File: src/rtl/mem_access_ctrl_pkg.sv
// Shared types and constants for the MEM-stage SRAM access controller.
package mem_access_ctrl_pkg;

    typedef enum logic [2:0] {IDLE, SETUP, STROBE, DONE, EXC} state_t;

    localparam logic [4:0] EXC_TLBL = 5'd2;
    localparam logic [4:0] EXC_TLBS = 5'd3;
    localparam logic [4:0] EXC_ADEL = 5'd4;
    localparam logic [4:0] EXC_ADES = 5'd5;

    // SRAM strobes are active low
    localparam logic       STB_ON  = 1'b0;
    localparam logic       STB_OFF = 1'b1;
    localparam logic [3:0] BE_OFF  = 4'hF;

    // Byte address -> word address; callers truncate to the SRAM width
    function automatic logic [29:0] word_addr(input logic [31:0] pa);
        return pa[31:2];
    endfunction

endpackage

File: src/rtl/mem_access_ctrl_if.sv
// MEM-stage, TLB and SRAM signals of the access controller.
interface mem_access_ctrl_if #(parameter int SRAM_AW = 20);
    logic               req_i, we_i, flush_i;
    logic [31:0]        addr_i, wdata_i;
    logic [3:0]         sel_i;
    logic [31:0]        vaddr_o;
    logic               tlb_hit_i;
    logic [31:0]        paddr_i;
    logic [31:0]        rdata_o;
    logic               ack_o, stall_o;
    logic               exc_tlbl_o, exc_tlbs_o, exc_adel_o, exc_ades_o;
    logic [31:0]        badvaddr_o;
    logic [SRAM_AW-1:0] sram_addr_o;
    logic [31:0]        sram_data_o, sram_data_i;
    logic               sram_ce_n_o, sram_oe_n_o, sram_we_n_o;
    logic [3:0]         sram_be_n_o;

    modport slave (
        input  req_i, we_i, addr_i, sel_i, wdata_i, flush_i, tlb_hit_i, paddr_i, sram_data_i,
        output vaddr_o, rdata_o, ack_o, stall_o, exc_tlbl_o, exc_tlbs_o, exc_adel_o,
               exc_ades_o, badvaddr_o, sram_addr_o, sram_data_o, sram_ce_n_o, sram_oe_n_o,
               sram_we_n_o, sram_be_n_o
    );

    modport master (
        output req_i, we_i, addr_i, sel_i, wdata_i, flush_i, tlb_hit_i, paddr_i, sram_data_i,
        input  vaddr_o, rdata_o, ack_o, stall_o, exc_tlbl_o, exc_tlbs_o, exc_adel_o,
               exc_ades_o, badvaddr_o, sram_addr_o, sram_data_o, sram_ce_n_o, sram_oe_n_o,
               sram_we_n_o, sram_be_n_o
    );
endinterface

File: src/rtl/mem_access_ctrl_align_check.sv
// Byte-enable / low-address alignment check: word on 4, halfword on 2, byte anywhere.
module mem_access_ctrl_align_check (
    input  logic [3:0] sel,
    input  logic [1:0] addr_lo,
    output logic       misaligned
);
    logic legal;

    always_comb begin
        legal = 1'b0;
        if (sel == 4'b1111 && addr_lo == 2'b00)                  legal = 1'b1;
        if ((sel == 4'b0011 || sel == 4'b1100) && !addr_lo[0])   legal = 1'b1;
        if ($onehot(sel))                                        legal = 1'b1;
        misaligned = ~legal;
    end
endmodule

File: src/rtl/mem_access_ctrl.sv
// MEM-stage load/store controller: alignment/TLB exceptions, then a multi-cycle
// asynchronous SRAM cycle while holding the pipeline.
module mem_access_ctrl
    import mem_access_ctrl_pkg::*;
#(
    parameter int WAIT_CYCLES = 2,
    parameter int SRAM_AW     = 20
) (
    input logic              clk,
    input logic              rst,
    mem_access_ctrl_if.slave bus
);
    state_t     state;
    logic [3:0] cnt;
    logic       st_we, ack_sup;
    logic       misaligned, fault, oor, accept;
    logic [4:0] exc_code;
    logic [31:0] rd_mask;

    mem_access_ctrl_align_check u_align (
        .sel        (bus.sel_i),
        .addr_lo    (bus.addr_i[1:0]),
        .misaligned (misaligned)
    );

    assign bus.vaddr_o = bus.addr_i;
    assign bus.stall_o = (state == IDLE && bus.req_i) ||
                         state == SETUP || state == STROBE || state == EXC;

    always_comb begin
        accept   = state == IDLE && bus.req_i && !bus.flush_i;
        fault    = misaligned || !bus.tlb_hit_i;
        // misalignment outranks a TLB miss
        exc_code = misaligned ? (bus.we_i ? EXC_ADES : EXC_ADEL)
                              : (bus.we_i ? EXC_TLBS : EXC_TLBL);
        oor      = (bus.paddr_i >> (SRAM_AW + 2)) != 32'd0;
        rd_mask  = {{8{~bus.sram_be_n_o[3]}}, {8{~bus.sram_be_n_o[2]}},
                    {8{~bus.sram_be_n_o[1]}}, {8{~bus.sram_be_n_o[0]}}};
    end

    always_ff @(posedge clk) begin
        if (rst) begin
            state           <= IDLE;
            cnt             <= '0;
            st_we           <= 1'b0;
            ack_sup         <= 1'b0;
            bus.ack_o       <= 1'b0;
            bus.exc_tlbl_o  <= 1'b0;
            bus.exc_tlbs_o  <= 1'b0;
            bus.exc_adel_o  <= 1'b0;
            bus.exc_ades_o  <= 1'b0;
            bus.rdata_o     <= '0;
            bus.badvaddr_o  <= '0;
            bus.sram_addr_o <= '0;
            bus.sram_data_o <= '0;
            bus.sram_ce_n_o <= STB_OFF;
            bus.sram_oe_n_o <= STB_OFF;
            bus.sram_we_n_o <= STB_OFF;
            bus.sram_be_n_o <= BE_OFF;
        end else begin
            bus.ack_o      <= 1'b0;
            bus.exc_tlbl_o <= 1'b0;
            bus.exc_tlbs_o <= 1'b0;
            bus.exc_adel_o <= 1'b0;
            bus.exc_ades_o <= 1'b0;
            case (state)
                IDLE: if (accept) begin
                    if (fault) begin
                        bus.badvaddr_o <= bus.addr_i;
                        bus.exc_tlbl_o <= exc_code == EXC_TLBL;
                        bus.exc_tlbs_o <= exc_code == EXC_TLBS;
                        bus.exc_adel_o <= exc_code == EXC_ADEL;
                        bus.exc_ades_o <= exc_code == EXC_ADES;
                        state          <= EXC;
                    end else if (oor) begin
                        // unmapped physical space completes silently with zero data
                        bus.rdata_o <= '0;
                        bus.ack_o   <= 1'b1;
                        state       <= DONE;
                    end else begin
                        bus.sram_addr_o <= SRAM_AW'(word_addr(bus.paddr_i));
                        bus.sram_data_o <= bus.wdata_i;
                        bus.sram_be_n_o <= ~bus.sel_i;
                        bus.sram_ce_n_o <= STB_ON;
                        st_we           <= bus.we_i;
                        ack_sup         <= 1'b0;
                        state           <= SETUP;
                    end
                end
                SETUP: begin
                    if (bus.flush_i) begin
                        bus.sram_ce_n_o <= STB_OFF;
                        bus.sram_be_n_o <= BE_OFF;
                        state           <= IDLE;
                    end else begin
                        cnt <= 4'(WAIT_CYCLES - 1);
                        if (st_we) bus.sram_we_n_o <= STB_ON;
                        else       bus.sram_oe_n_o <= STB_ON;
                        state <= STROBE;
                    end
                end
                STROBE: begin
                    if (bus.flush_i && !st_we) begin
                        bus.sram_ce_n_o <= STB_OFF;
                        bus.sram_oe_n_o <= STB_OFF;
                        bus.sram_be_n_o <= BE_OFF;
                        state           <= IDLE;
                    end else begin
                        // a flushed store still finishes its write, only the ack is dropped
                        if (bus.flush_i) ack_sup <= 1'b1;
                        if (cnt == 4'd0) begin
                            if (!st_we) bus.rdata_o <= bus.sram_data_i & rd_mask;
                            bus.ack_o       <= !(ack_sup || bus.flush_i);
                            bus.sram_ce_n_o <= STB_OFF;
                            bus.sram_oe_n_o <= STB_OFF;
                            bus.sram_we_n_o <= STB_OFF;
                            bus.sram_be_n_o <= BE_OFF;
                            state           <= DONE;
                        end else begin
                            cnt <= cnt - 4'd1;
                        end
                    end
                end
                DONE:    state <= IDLE;
                EXC:     state <= IDLE;
                default: state <= IDLE;
            endcase
        end
    end
endmodule

File: src/flat_wrapper.sv
// flat-port wrapper written by rule: the top's interface ports become plain ports
module mem_access_ctrl_flat import mem_access_ctrl_pkg::*;
#(
    parameter int WAIT_CYCLES = 2,
    parameter int SRAM_AW     = 20
)
  (clk, rst, bus_req_i, bus_we_i, bus_addr_i, bus_sel_i, bus_wdata_i, bus_flush_i, bus_tlb_hit_i, bus_paddr_i, bus_sram_data_i, bus_vaddr_o, bus_rdata_o, bus_ack_o, bus_stall_o, bus_exc_tlbl_o, bus_exc_tlbs_o, bus_exc_adel_o, bus_exc_ades_o, bus_badvaddr_o, bus_sram_addr_o, bus_sram_data_o, bus_sram_ce_n_o, bus_sram_oe_n_o, bus_sram_we_n_o, bus_sram_be_n_o);
  mem_access_ctrl_if #(.SRAM_AW(SRAM_AW)) bus_i ();
  input logic clk;
  input logic rst;
  input wire logic [$bits(bus_i.req_i)-1:0] bus_req_i;
  input wire logic [$bits(bus_i.we_i)-1:0] bus_we_i;
  input wire logic [$bits(bus_i.addr_i)-1:0] bus_addr_i;
  input wire logic [$bits(bus_i.sel_i)-1:0] bus_sel_i;
  input wire logic [$bits(bus_i.wdata_i)-1:0] bus_wdata_i;
  input wire logic [$bits(bus_i.flush_i)-1:0] bus_flush_i;
  input wire logic [$bits(bus_i.tlb_hit_i)-1:0] bus_tlb_hit_i;
  input wire logic [$bits(bus_i.paddr_i)-1:0] bus_paddr_i;
  input wire logic [$bits(bus_i.sram_data_i)-1:0] bus_sram_data_i;
  output wire logic [$bits(bus_i.vaddr_o)-1:0] bus_vaddr_o;
  output wire logic [$bits(bus_i.rdata_o)-1:0] bus_rdata_o;
  output wire logic [$bits(bus_i.ack_o)-1:0] bus_ack_o;
  output wire logic [$bits(bus_i.stall_o)-1:0] bus_stall_o;
  output wire logic [$bits(bus_i.exc_tlbl_o)-1:0] bus_exc_tlbl_o;
  output wire logic [$bits(bus_i.exc_tlbs_o)-1:0] bus_exc_tlbs_o;
  output wire logic [$bits(bus_i.exc_adel_o)-1:0] bus_exc_adel_o;
  output wire logic [$bits(bus_i.exc_ades_o)-1:0] bus_exc_ades_o;
  output wire logic [$bits(bus_i.badvaddr_o)-1:0] bus_badvaddr_o;
  output wire logic [$bits(bus_i.sram_addr_o)-1:0] bus_sram_addr_o;
  output wire logic [$bits(bus_i.sram_data_o)-1:0] bus_sram_data_o;
  output wire logic [$bits(bus_i.sram_ce_n_o)-1:0] bus_sram_ce_n_o;
  output wire logic [$bits(bus_i.sram_oe_n_o)-1:0] bus_sram_oe_n_o;
  output wire logic [$bits(bus_i.sram_we_n_o)-1:0] bus_sram_we_n_o;
  output wire logic [$bits(bus_i.sram_be_n_o)-1:0] bus_sram_be_n_o;
  assign bus_i.req_i = bus_req_i;
  assign bus_i.we_i = bus_we_i;
  assign bus_i.addr_i = bus_addr_i;
  assign bus_i.sel_i = bus_sel_i;
  assign bus_i.wdata_i = bus_wdata_i;
  assign bus_i.flush_i = bus_flush_i;
  assign bus_i.tlb_hit_i = bus_tlb_hit_i;
  assign bus_i.paddr_i = bus_paddr_i;
  assign bus_i.sram_data_i = bus_sram_data_i;
  assign bus_vaddr_o = bus_i.vaddr_o;
  assign bus_rdata_o = bus_i.rdata_o;
  assign bus_ack_o = bus_i.ack_o;
  assign bus_stall_o = bus_i.stall_o;
  assign bus_exc_tlbl_o = bus_i.exc_tlbl_o;
  assign bus_exc_tlbs_o = bus_i.exc_tlbs_o;
  assign bus_exc_adel_o = bus_i.exc_adel_o;
  assign bus_exc_ades_o = bus_i.exc_ades_o;
  assign bus_badvaddr_o = bus_i.badvaddr_o;
  assign bus_sram_addr_o = bus_i.sram_addr_o;
  assign bus_sram_data_o = bus_i.sram_data_o;
  assign bus_sram_ce_n_o = bus_i.sram_ce_n_o;
  assign bus_sram_oe_n_o = bus_i.sram_oe_n_o;
  assign bus_sram_we_n_o = bus_i.sram_we_n_o;
  assign bus_sram_be_n_o = bus_i.sram_be_n_o;
  mem_access_ctrl #(.WAIT_CYCLES(WAIT_CYCLES), .SRAM_AW(SRAM_AW)) u_core (.clk(clk), .rst(rst), .bus(bus_i));
endmodule
File: config.mk
export PLATFORM = sky130hd
export DESIGN_NAME = mem_access_ctrl_flat
export DESIGN_NICKNAME = d
export VERILOG_FILES = /design/src/rtl/mem_access_ctrl_pkg.sv /design/src/rtl/mem_access_ctrl_if.sv /design/src/rtl/mem_access_ctrl_align_check.sv /design/src/rtl/mem_access_ctrl.sv /design/src/flat_wrapper.sv
export SDC_FILE = /design/constraint.sdc
export NUM_CORES = 1
export LEC_CHECK = 0
export BUFFER_PORTS_ARGS = -buffer_cell sky130_fd_sc_hd__buf_4
export CORE_MARGIN = 5
export CORE_UTILIZATION = 30
export CTS_CLUSTER_SIZE = 24
export DETAILED_ROUTE_END_ITERATION = 10
export GPL_ROUTABILITY_DRIVEN = 0
export PLACE_DENSITY = 0.6
export SYNTH_ARGS = -nofsm -noshare
export SYNTH_HDL_FRONTEND = slang
export SYNTH_SLANG_ARGS = --single-unit
export TNS_END_PERCENT = 100
File: constraint.sdc
create_clock -name clk -period 3 [get_ports clk]
set_input_delay 0.15 -clock clk [delete_from_list [all_inputs] [get_ports clk]]
set_output_delay 0.15 -clock clk [all_outputs]
set_load 0.01 [all_outputs]
==> PnR_summary.wiki, run 1 <==
{| class="wikitable"
! Metric !! Value
|-
| Arrival time of data at the critical path endpoint || 3.05 ns
|-
| Share of the yosys chip area belonging to registers || 0.426
|-
| Global route overflow || 0
|-
| Die W || 156 um
|-
| Relative slew slack || 0.507
|-
| Total Wirelength || 23.8 mm
|-
| Number of port buffers || 296
|-
| Fin nets || 1,257
|-
| Result of the run || finished clean
|-
| Areal power density over the cells || 470 mW/mm^2
|-
| Critical path peak fanout || 20
|-
| Adder and majority gate portion of the synthesized area || 0.0148
|-
| Synth top cells by count || dfxtp_1 (137), o21ai_0 (114), a21oi_1 (91)
|-
| MaxCap Viol Count || 0
|-
| Initial Utilization || 0.305
|-
| First-pass detailed-route iteration total || 5
|-
| Share of the clock period used by the worst path || 0.900
|-
| Gate Count Post-Synth || 782
|-
| Type of destination of the critical path || flop
|-
| Leading cell types by total area after synthesis || dfxtp_1 (43%), o21ai_0 (8.9%), a21oi_1 (7.1%), nand3_1 (6.8%), a32oi_1 (4.4%)
|-
| Clock Tree Root || clkbuf_16
|-
| Min-delay worst type || input port to flop
|-
| Residual DRC count || 0
|-
| Clock sinks || roughly 140
|-
| Number of placement rows || 53
|-
| Cell type with the largest total area after synthesis || dfxtp_1
|-
| Final min period || 2.70 ns
|-
| Most used flip-flop cell after synthesis || dfxtp_1
|-
| Vias per cell || 5.12
|-
| Unrepaired setup endpoints after global routing || false
|-
| Resize count post-CTS || 0
|-
| Final setup viols || 0
|-
| Filler cell count in the final layout || 1,992
|-
| Insertion delay of the later-clocked pin in the worst-skew pair || between 0.4 and 0.5 ns
|-
| Total number of yosys warnings || 0
|-
| Total negative slack || 0 ns
|-
| Detailed placer's ending HPWL || ~15 mm
|-
| Number of flip-flops and latches in the synthesized netlist || 137
|-
| Num CTS Buffers || 17
|-
| Clk buf depth || 2
|-
| Data required time of the worst path || 3.35 ns
|-
| Complex-gate fraction of the synthesized area || 0.237
|-
| Count leader, synth || dfxtp_1
|-
| Number of antenna violations at the first check in global routing || 1
|-
| Vias in the first global route || 6,904
|-
| Number of synthesized flops with an enable pin || 0
|-
| H-tree lvl count || 4
|-
| Final Max Tran Viols || 0
|-
| Leakage power || about 4.3 nW
|-
| Synthesized-area fraction occupied by xor and xnor cells || 0
|-
| Largest net degree at the start of global routing || 85
|-
| Via count || 7,175
|-
| Layout cells sized above 1 || 0.316
|-
| Std-Cell Core Area || 0.0211 mm^2
|-
| Top achievable clock speed || 370 MHz
|-
| Number of distinct library cells after synthesis || 50
|-
| Final standard cell count with taps included and fillers excluded || 1,401
|-
| IR Drop Worst-Case VDD || 382 uV
|-
| Largest family of logic cells by synthesized area || compound AO/OA/AOI/OAI gates
|-
| Clock tree from TritonCTS || built
|-
| First-pass GRT wire length || approximately 37 mm
|-
| Pin slew with the least headroom to its limit || 0.740 ns
|-
| Total placed cells including tap cells || 1,263
|-
| Post-synth top area share || 0.426
|-
| Vertical die dimension || between 150 and 200 um
|-
| Total routing usage reported by global routing || 0.185
|-
| DRT iter0 DRCs || 399
|-
| Area of the mapped netlist || between 0.006 and 0.007 mm^2
|-
| Antenna Violating Nets Remaining || 0
|-
| Async SR Flop Fraction || 0
|-
| Num ports || 299
|-
| Die ar. || 0.0245 mm^2
|-
| P&R area growth vs syn || 60.1%
|-
| Multiplexer fraction of the synthesized cell area || 0
|-
| Category of the critical setup timing path || input port to flop
|-
| Clock transition at the registers of the reported paths || ~0.07 ns
|-
| Total count of hold-check failures in the final report || 0
|-
| Worst Skew || between 0.01 and 0.015 ns
|-
| Simple-Gate Fraction of Synth Area || 0.223
|-
| Syn_nets || 927
|-
| Routed wirelength normalized by instance count || ~17 um
|-
| Launching element type of the critical path || input port
|-
| Mean post-synth cell area || 8.23 um^2
|}
## metrics by stage
step	setup WS, ns	util	total power, W	hold WS [ns]	instance area [um^2]
floorplan	0.752	-	0.00217	0.226	6440
global placement	0.428	0.408	0.00245	0.351	8610
detailed placement	0.387	0.408	0.00245	0.348	8610
CTS	0.288	0.489	0.00490	0.000298	10300
global route	0.0974	0.489	0.00502	0.00550	10300
finish	0.299	0.489	0.00485	0.0223	10300
## layout by cell type, fill, tap and decap left out, types with 6 or more instances in the layout
master / synthesis / routed
o21ai_1: 7 / 7
nor4_1: 6 / 6
ha_1: 6 / 6
nand3b_1: 32 / 32
dfxtp_1: 137 / 137
nor3_1: 7 / 7
nor3b_1: 35 / 35
a32oi_1: 32 / 32
a21oi_1: 91 / 91
buf_4: 34 / 308
inv_1: 14 / 14
clkbuf_16: 0 / 17
nand3_1: 87 / 87
o21ai_0: 114 / 114
nand2_1: 40 / 40
dlygate4sd3_1: 0 / 105
nor2_1: 17 / 15
## layer usage
layer | share of wire | vias up | GRT usage | routed length, um
li1 | - | 3486 | - | -
met1 | 0.42 | 3375 | 0.235 | 10100
met2 | 0.47 | 283 | 0.300 | 11200
met3 | 0.087 | 31 | 0.0608 | 2070
met4 | 0.019 | 0 | 0.0587 | 457
met5 | 0 | - | 0 | 0
## worst max-delay path, stage by stage
cell and delay [ns]:
dlygate4sd3_1 0.53, buf_4 0.13, inv_1 0.07, fa_1 0.53, inv_1 0.04, ha_1 0.17, ha_1 0.26, nor2_1 0.14
a21o_1 0.23, o211a_2 0.25, buf_4 0.29, nand3_1 0.12, a21oi_1 0.14
## sequential cells by signal, indices dropped and copies added, names as in the netlist, 3 cells and up
register	count
u_core.bus.badvaddr_o	32
u_core.bus.rdata_o	32
u_core.bus.sram_data_o	32
u_core.bus.sram_addr_o	20
u_core.bus.sram_be_n_o	4
u_core.cnt	4
u_core.state	3
## final timing paths
| check | startpoint | endpoint | slack (ns) | depth (start not counted) |
|---|---|---|---|---|
| max | bus_sel_i[0] | u_core.bus.sram_data_o[27] | 0.30 | 13 |
| min | bus_addr_i[6] | u_core.bus.badvaddr_o[6] | 0.02 | 3 |
| max reg2reg | u_core.state[1] | u_core.bus.sram_be_n_o[1] | 1.03 | 5 |
| min reg2reg | u_core.bus.badvaddr_o[3] | u_core.bus.badvaddr_o[3] | 0.47 | 2 |
## cell type report
type	count	area, um^2	share of cell area
flip-flops and latches	137	2740	0.266
multi-input cells	524	3080	0.298
repair buffers	417	3440	0.334
diodes	1	2.50	0.000243
well taps	275	344	0.0334
clock inverters	14	211	0.0205
inverters	15	56.3	0.00546
clock buffers	18	429	0.0416
## power by group
part	internal (W)	switching, W	total (W)
combinational	0.000337	0.000328	0.000665
sequential	0.00185	0.0000151	0.00186
clock	0.00142	0.000900	0.00232
total	0.00360	0.00124	0.00485
## cell families (layout without fill, tap and decap cells)
family          count (synthesis)  in the layout
simple gates                  251            251
flops                         137            137
compound gates                266            266
other cells                     0              1
fa+ha+maj                       7              7
buf+inv                       121            464
## repair_timing
action | 4_1_cts | 5_1_grt
endpoints found under the setup margin | 0 | 0
buffers inserted | 0 | 0
hold endpoints to repair | 105 | 0
hold buffers | 105 | 0
Power figures use the tool's default switching activity.
==> run 2, diff against run 1 <==
--- a/config.mk
+++ b/config.mk
@@ -5,6 +5,7 @@
 export SDC_FILE = /design/constraint.sdc
 export NUM_CORES = 1
 export LEC_CHECK = 0
+export ABC_AREA = 1
 export BUFFER_PORTS_ARGS = -buffer_cell sky130_fd_sc_hd__buf_4
 export CORE_MARGIN = 5
 export CORE_UTILIZATION = 30
@@ -12,6 +13,7 @@
 export DETAILED_ROUTE_END_ITERATION = 10
 export GPL_ROUTABILITY_DRIVEN = 0
 export PLACE_DENSITY = 0.6
+export REMOVE_ABC_BUFFERS = 1
 export SYNTH_ARGS = -nofsm -noshare
 export SYNTH_HDL_FRONTEND = slang
 export SYNTH_SLANG_ARGS = --single-unit
==> PnR_summary.wiki, run 2 <==
{| class="wikitable"
! Metric !! Value
|-
| P&R area growth vs syn || 58.6%
|-
| Total negative slack || 0 ns (unchanged)
|-
| Leakage power || 5.05 nW (+18%)
|-
| Post-synth top area share || 0.442 (+0.0163)
|-
| R2r worst-path depth || 10 (+5)
|-
| Number of synthesized flops with an enable pin || 0 (unchanged)
|-
| Total Wirelength || 20.1 mm (-16%)
|-
| Number of distinct library cells after synthesis || 34 (-32%)
|-
| Filler cell count in the final layout || 2,037 (+2.3%)
|-
| Most used flip-flop cell after synthesis || dfxtp_1
|-
| First-pass GRT wire length || 32.3 mm (-13%)
|-
| Footprint of the multi-input gates || 0.00259 mm^2 (-16%)
|-
| Worst Hold Depth || 3 (unchanged)
|-
| DRT iter0 DRCs || 283 (-29%)
|-
| Gate Count Post-Synth || 917 (+17%)
|-
| Result of the run || finished clean
|-
| Routed wirelength normalized by instance count || 13.1 um (-23%)
|-
| Unrepaired setup endpoints after global routing || false
|-
| Num ports || 299 (unchanged)
|-
| Launching element type of the critical path || input port
|-
| Number of placement rows || 52 (-1.9%)
|-
| Std-Cell Core Area || 0.0203 mm^2 (-3.7%)
|-
| H-tree lvl count || 4 (unchanged)
|-
| Residual DRC count || 0 (unchanged)
|-
| Most common cell after layout, fill and taps aside || buf_4
|-
| Total count of hold-check failures in the final report || 0 (unchanged)
|-
| Top achievable clock speed || 409 MHz (+11%)
|-
| Fin nets || 1,395 (+11%)
|-
| Arrival time of data at the critical path endpoint || 2.80 ns (-0.25 ns)
|-
| Initial Utilization || 0.305 (about the same)
|-
| Die ar. || 0.0236 mm^2 (-3.5%)
|-
| Cell at the slowest stage of the critical path || dlygate4sd3_1
|-
| Resize count post-CTS || 0 (unchanged)
|-
| Vias per cell || 4.24 (-17%)
|-
| Number of antenna violations at the first check in global routing || 1 (unchanged)
|-
| Share of the clock period used by the worst path || 0.814 (-0.0863)
|-
| Areal power density over the cells || 513 mW/mm^2 (+9.1%)
|-
| Clock transition at the registers of the reported paths || 0.06 ns (about the same)
|-
| Final Max Tran Viols || 0 (unchanged)
|-
| Register area || 0.00274 mm^2 (unchanged)
|-
| Data required time of the worst path || 3.36 ns (about the same)
|-
| Vertical die dimension || 154 um (-1.7%)
|-
| Leading cell types by total area after synthesis || dfxtp_1 (44%), nor2_1 (15%), nand2_1 (12%), inv_1 (6.1%), buf_4 (4.4%)
|-
| Count leader, synth || nor2_1
|-
| Clock tree from TritonCTS || built
|-
| Type of destination of the critical path || flop
|-
| Worst hold path startpoint || bus_addr_i[22]
|-
| Share of the yosys chip area belonging to registers || 0.442 (+0.0163)
|-
| Top flop regs || u_core.bus.badvaddr_o (32), u_core.bus.rdata_o (32), u_core.bus.sram_data_o (32)
|-
| Critical register-to-register path endpoint || u_core.bus.rdata_o[9]
|-
| Clock Tree Root || clkbuf_16
|-
| Final min period || 2.44 ns (-0.259 ns)
|-
| Worst-case register-to-register setup slack || 1.02 ns (about the same)
|-
| First-pass detailed-route iteration total || 5 (unchanged)
|-
| Via count || 6,504 (-9.4%)
|-
| Relative slew slack || 0.588 (+0.0807)
|-
| CP max stage delay || 0.58 ns (+0.05 ns)
|-
| Vias in the first global route || 6,355 (-8.0%)
|-
| IR Drop Worst-Case VDD || 353 uV (-7.4%)
|-
| Worst-case setup slack after placement || 0.319 ns (-0.0688 ns)
|-
| Largest net degree at the start of global routing || 58 (-32%)
|-
| MaxCap Viol Count || 0 (unchanged)
|-
| Min-delay worst type || input port to flop
|-
| Mean post-synth cell area || 6.76 um^2 (-18%)
|-
| Total number of yosys warnings || 0 (unchanged)
|-
| Total routing usage reported by global routing || 0.166 (-0.0190)
|-
| Total power || 0.00504 W (+4.1%)
|-
| Pin slew with the least headroom to its limit || 0.619 ns (-0.121 ns)
|-
| CP Cell Sequence || buf_4 -> inv_1 -> fa_1 -> inv_1 -> ha_1 -> ha_1 -> nand3b_1 -> nand3_4 -> nand2_2 -> nand2_2 -> buf_4 -> nor4_1 -> dlygate4sd3_1
|-
| Critical path peak fanout || 10 (-50%)
|-
| Insertion delay of the later-clocked pin in the worst-skew pair || 0.42 ns (about the same)
|-
| Clock sinks || 137 (unchanged)
|-
| Synth top cells by count || nor2_1 (248), nand2_1 (203), dfxtp_1 (137)
|-
| Area of the mapped netlist || 0.00620 mm^2 (-3.7%)
|-
| End point of the most critical hold path || u_core.bus.badvaddr_o[22]
|-
| Detailed placer's ending HPWL || 14.1 mm (-7.6%)
|-
| Num CTS Buffers || 17 (unchanged)
|-
| Die W || 154 um (-1.7%)
|-
| Async SR Flop Fraction || 0 (unchanged)
|-
| Antenna Violating Nets Remaining || 0 (unchanged)
|-
| Worst Skew || 0.00928 ns (-0.00215 ns)
|-
| Cell type with the largest total area after synthesis || dfxtp_1
|-
| Category of the critical setup timing path || input port to flop
|-
| Number of flip-flops and latches in the synthesized netlist || 137 (unchanged)
|-
| Number of port buffers || 296 (unchanged)
|-
| Commonest cells after routing, fill and taps aside || buf_4 (302), nor2_1 (248), nand2_1 (203)
|-
| Final setup viols || 0 (unchanged)
|-
| Clk buf depth || 2 (unchanged)
|-
| Global route overflow || 0 (unchanged)
|-
| R2r startpoint || u_core.cnt[0]
|-
| Final WS setup || 0.558 ns (+0.259 ns)
|-
| Layout cells sized above 1 || 0.283 (-0.0321)
|}
==> run 2: how the worst max path moves through the flow <==
stage / from / end / slack [ns] / depth (start not counted)
after global routing: bus_sel_i[0] / u_core.bus.exc_adel_o / 0.33 / 13
after CTS: bus_sel_i[0] / u_core.bus.exc_adel_o / 0.54 / 13
after floorplan: bus_sel_i[0] / u_core.bus.rdata_o[10] / 0.26 / 13
after detailed placement: bus_sel_i[0] / u_core.bus.rdata_o[10] / 0.32 / 13
final: bus_sel_i[0] / u_core.bus.exc_adel_o / 0.56 / 13
after global placement: bus_sel_i[0] / u_core.bus.rdata_o[17] / 0.40 / 13
==> run 2: repair_timing <==
action | CTS | global route
hold endpoints to repair | 86 | 0
hold buffers | 82 | 0
setup buffers | 0 | 0
==> run 2: through the flow <==
step | util | area, um^2 | hold slack [ns] | cells
2_1_floorplan | - | 5740 | 0.219 | 844
6_report | 0.485 | 9840 | 0.0291 | 1534
5_1_grt | 0.485 | 9840 | 0.0433 | 1534
3_5_place_dp | 0.414 | 8400 | 0.352 | 1419
3_3_place_gp | 0.414 | 8400 | 0.356 | 1419
4_1_cts | 0.484 | 9830 | 0.00488 | 1533
==> run 2: critical path: cells and delay by family <==
kind	cells	cell delay, ns
adders and majority gates	3	0.99
buffers and inverters	5	0.97
and+or+nand+nor	5	0.67
==> run 2: area by class of cell <==
cell class | instances | share of cell area
multi-input combinational | 600 | 0.264
timing repair buffer | 387 | 0.320
antenna | 1 | 0.000254
inverter | 107 | 0.0410
tap | 270 | 0.0343
clock buffer | 19 | 0.0450
sequential | 137 | 0.279
clock inverter | 13 | 0.0169
==> run 2: routing by layer <==
layer / vias up / part of all wire / global-route usage
met4: 0 / 0.011 / 0.0370
met1: 2840 / 0.41 / 0.194
met2: 231 / 0.49 / 0.289
met5: - / 0 / 0
li1: 3416 / - / -
met3: 17 / 0.085 / 0.0655
==> run 2: power by group <==
group	internal [W]	total, W	leakage (nW)	switching, W
Clock	0.00134	0.00217	0.291	0.000835
Sequential	0.00192	0.00197	1.11	0.0000499
Combinational	0.000455	0.000904	3.65	0.000450
==> run 2: cells by family after synthesis <==
logic type	count (synthesis)	synth area share
DFF	137	0.442
AOI/OAI and AO/OA	73	0.0609
adders and majority gates	7	0.0153
buffers and inverters	180	0.139
and+or+nand+nor	520	0.342
==> run 3, diff against run 2 <==
--- a/config.mk
+++ b/config.mk
@@ -12,7 +12,7 @@
 export CTS_CLUSTER_SIZE = 24
 export DETAILED_ROUTE_END_ITERATION = 10
 export GPL_ROUTABILITY_DRIVEN = 0
-export PLACE_DENSITY = 0.6
+export PLACE_DENSITY = 0.62
 export REMOVE_ABC_BUFFERS = 1
 export SYNTH_ARGS = -nofsm -noshare
 export SYNTH_HDL_FRONTEND = slang
==> constraint.sdc (replaced) <==
create_clock -name clk -period 2.07 [get_ports clk]
set_input_delay 0.1035 -clock clk [delete_from_list [all_inputs] [get_ports clk]]
set_output_delay 0.1035 -clock clk [all_outputs]
set_load 0.01 [all_outputs]
==> PnR_summary.wiki, run 3 (synthesized netlist as in run 2, its figures left out) <==
{| class="wikitable"
! Metric !! Value
|-
| Switch share || 0.265 (+0.000718)
|-
| Clock group share of total power || 0.427 (-0.004)
|-
| Vertical die dimension || 154 um (unchanged)
|-
| DRT iter0 DRCs || 302 (+6.7%)
|-
| Fin nets || 1,417 (+1.6%)
|-
| Critical path buffers and inverters || 6 (+1)
|-
| Worst slack on hold paths || 0.0223 ns (-0.00683 ns)
|-
| Total power || 0.00741 W (+47%)
|-
| Relative slew slack || 0.670 (+0.0823)
|-
| Largest net degree at the start of global routing || 59 (+1.7%)
|-
| Worst Skew || 0.00663 ns (-0.00266 ns)
|-
| Share of the clock period used by the worst path || 0.941
|-
| Clk buf depth || 2 (unchanged)
|-
| Die W || 154 um (unchanged)
|-
| Global route overflow || 0 (unchanged)
|-
| Arrival time of data at the critical path endpoint || 2.30 ns (-0.50 ns)
|-
| Filler cell count in the final layout || 1,969 (-3.3%)
|-
| Insertion delay of the later-clocked pin in the worst-skew pair || 0.41 ns (about the same)
|-
| Std-Cell Core Area || 0.0203 mm^2 (unchanged)
|-
| H-tree lvl count || 4 (unchanged)
|-
| Layout cells sized above 1 || 0.293 (+0.00993)
|-
| MaxCap Viol Count || 0 (unchanged)
|-
| Num ports || 299 (unchanged)
|-
| Result of the run || finished clean
|-
| IR Drop Worst-Case VDD || 492 uV (+39%)
|-
| Total placed cells including tap cells || 1,431 (+0.85%)
|-
| Clock Tree Root || clkbuf_16
|-
| Clock tree from TritonCTS || built
|-
| Final setup viols || 0 (unchanged)
|-
| Launching element type of the critical path || input port
|-
| Pin slew with the least headroom to its limit || 0.493 ns (-0.125 ns)
|-
| Type of destination of the critical path || flop
|-
| Total Wirelength || 21.0 mm (+4.7%)
|-
| Min-delay worst type || input port to flop
|-
| First-pass detailed-route iteration total || 5 (unchanged)
|-
| Final min period || 1.95 ns
|-
| Routed wirelength normalized by instance count || 13.5 um (+3.2%)
|-
| Cell at the slowest stage of the critical path || fa_1
|-
| Total routing usage reported by global routing || 0.169 (+0.00211)
|-
| Critical path peak fanout || 10 (unchanged)
|-
| Areal power density over the cells || 726 mW/mm^2 (+42%)
|-
| Number of port buffers || 296 (unchanged)
|-
| Register area || 0.00274 mm^2 (unchanged)
|-
| Category of the critical setup timing path || input port to flop
|-
| Largest delay share family, worst path || adder cells
|-
| Vias per cell || 4.27 (+0.76%)
|-
| Clock transition at the registers of the reported paths || 0.06 ns (about the same)
|-
| Sequential power share || 0.385 (-0.005)
|-
| First-pass GRT wire length || 33.1 mm (+2.2%)
|-
| CP Cell Sequence || buf_4 -> inv_2 -> fa_1 -> inv_1 -> ha_1 -> ha_1 -> nand3b_1 -> nand3_4 -> buf_6 -> nand4_4 -> buf_12 -> clkbuf_16 -> nand2_1 -> nand2_1 -> nor2_1
|-
| Diode count || 0 (-1)
|-
| Net load switching power || 0.00197 W (+47%)
|-
| Data required time of the worst path || 2.42 ns (-0.94 ns)
|-
| Clock sinks || 137 (unchanged)
|-
| Via count || 6,643 (+2.1%)
|-
| Final standard cell count with taps included and fillers excluded || 1,555 (+1.4%)
|-
| Antenna Violating Nets Remaining || 0 (unchanged)
|-
| Top achievable clock speed || around 510 MHz
|-
| Number of placement rows || 52 (unchanged)
|-
| Unrepaired setup endpoints after global routing || false
|-
| Detailed placer's ending HPWL || 14.3 mm (+1.6%)
|-
| Residual DRC count || 0 (unchanged)
|-
| Cell-internal power || 0.00544 W (+47%)
|-
| Footprint of the multi-input gates || 0.00261 mm^2 (+0.53%)
|-
| Die ar. || 0.0236 mm^2 (unchanged)
|-
| Num CTS Buffers || 17 (unchanged)
|-
| Vias in the first global route || 6,621 (+4.2%)
|-
| Commonest cells after routing, fill and taps aside || buf_4 (305), nor2_1 (248), nand2_1 (203)
|-
| Number of antenna violations at the first check in global routing || 0 (-1)
|-
| P&R area growth vs syn || 64.6%
|-
| Most common cell after layout, fill and taps aside || buf_4
|-
| Leakage power || 5.23 nW (+3.6%)
|-
| Final Max Tran Viols || 0 (unchanged)
|-
| Total count of hold-check failures in the final report || 0 (unchanged)
|-
| Initial Utilization || 0.305 (unchanged)
|-
| Part of the power in combinational logic || 0.188 (+0.009)
|-
| Top flop regs || u_core.bus.badvaddr_o (32), u_core.bus.rdata_o (32), u_core.bus.sram_data_o (32)
|-
| CP max stage delay || 0.53 ns (-0.05 ns)
|}
==> run 3: timing repair <==
item,in CTS,in global routing
hold endpoints to repair,92,0
setup endpoints to repair,0,49
setup buffers,0,1
hold buffers,86,0
gates resized for setup,0,8
==> run 3: final timing paths <==
kind	start	endpoint	slack [ns]	cells past startpoint
worst max-delay path	bus_sel_i[3]	u_core.bus.sram_data_o[26]	0.12	15
worst min-delay path	bus_sram_data_i[15]	u_core.bus.rdata_o[15]	0.02	5
worst max register to register	u_core.cnt[0]	u_core.bus.rdata_o[7]	0.36	10
worst min register to register	u_core.ack_sup	u_core.ack_sup	0.45	2
==> run 3: per-stage QoR <==
step           setup TNS (ns)  setup WS (ns)   util  cell area, um^2
2_1_floorplan          -57.54         -0.628      -             5740
3_3_place_gp           -30.02         -0.295  0.422             8570
3_5_place_dp           -34.85         -0.354  0.422             8570
4_1_cts                     0         0.0971  0.495            10000
5_1_grt                     0       0.000504  0.503            10200
6_report                    0          0.123  0.503            10200
==> run 3: power groups by stage <==
stage	sequential, W	clock (W)	combinational, W
6_report	0.00285	0.00316	0.00139
5_1_grt	0.00287	0.00337	0.00154
4_1_cts	0.00285	0.00326	0.00139
3_3_place_gp	0.00291	0	0.00124
3_5_place_dp	0.00291	0	0.00125
2_1_floorplan	0.00296	0	0.000464
==> run 3: area by class of cell <==
class | count | share of cell area
inverters | 107 | 0.0395
well taps | 270 | 0.0331
clock buffers | 19 | 0.0434
repair buffers | 409 | 0.343
multi-input cells | 600 | 0.255
clock inverters | 13 | 0.0166
flip-flops and latches | 137 | 0.269
==> run 3: worst reg2reg max path: cells and delay by family (launching register included) <==
kind                       cells  cell delay [ns]
adders and majority gates      1             0.16
DFF                            1             0.31
and+or+nand+nor                6             0.65
AOI/OAI and AO/OA              1             0.16
buffers and inverters          2             0.33
==> run 3: metal layers <==
layer  global-route usage  vias to the layer above  part of all wire
li1                     -                     3458                 -
met1                0.195                     2931              0.41
met2                0.294                      226              0.49
met3               0.0632                       28             0.083
met4               0.0421                        0             0.016
met5                    0                        -                 0
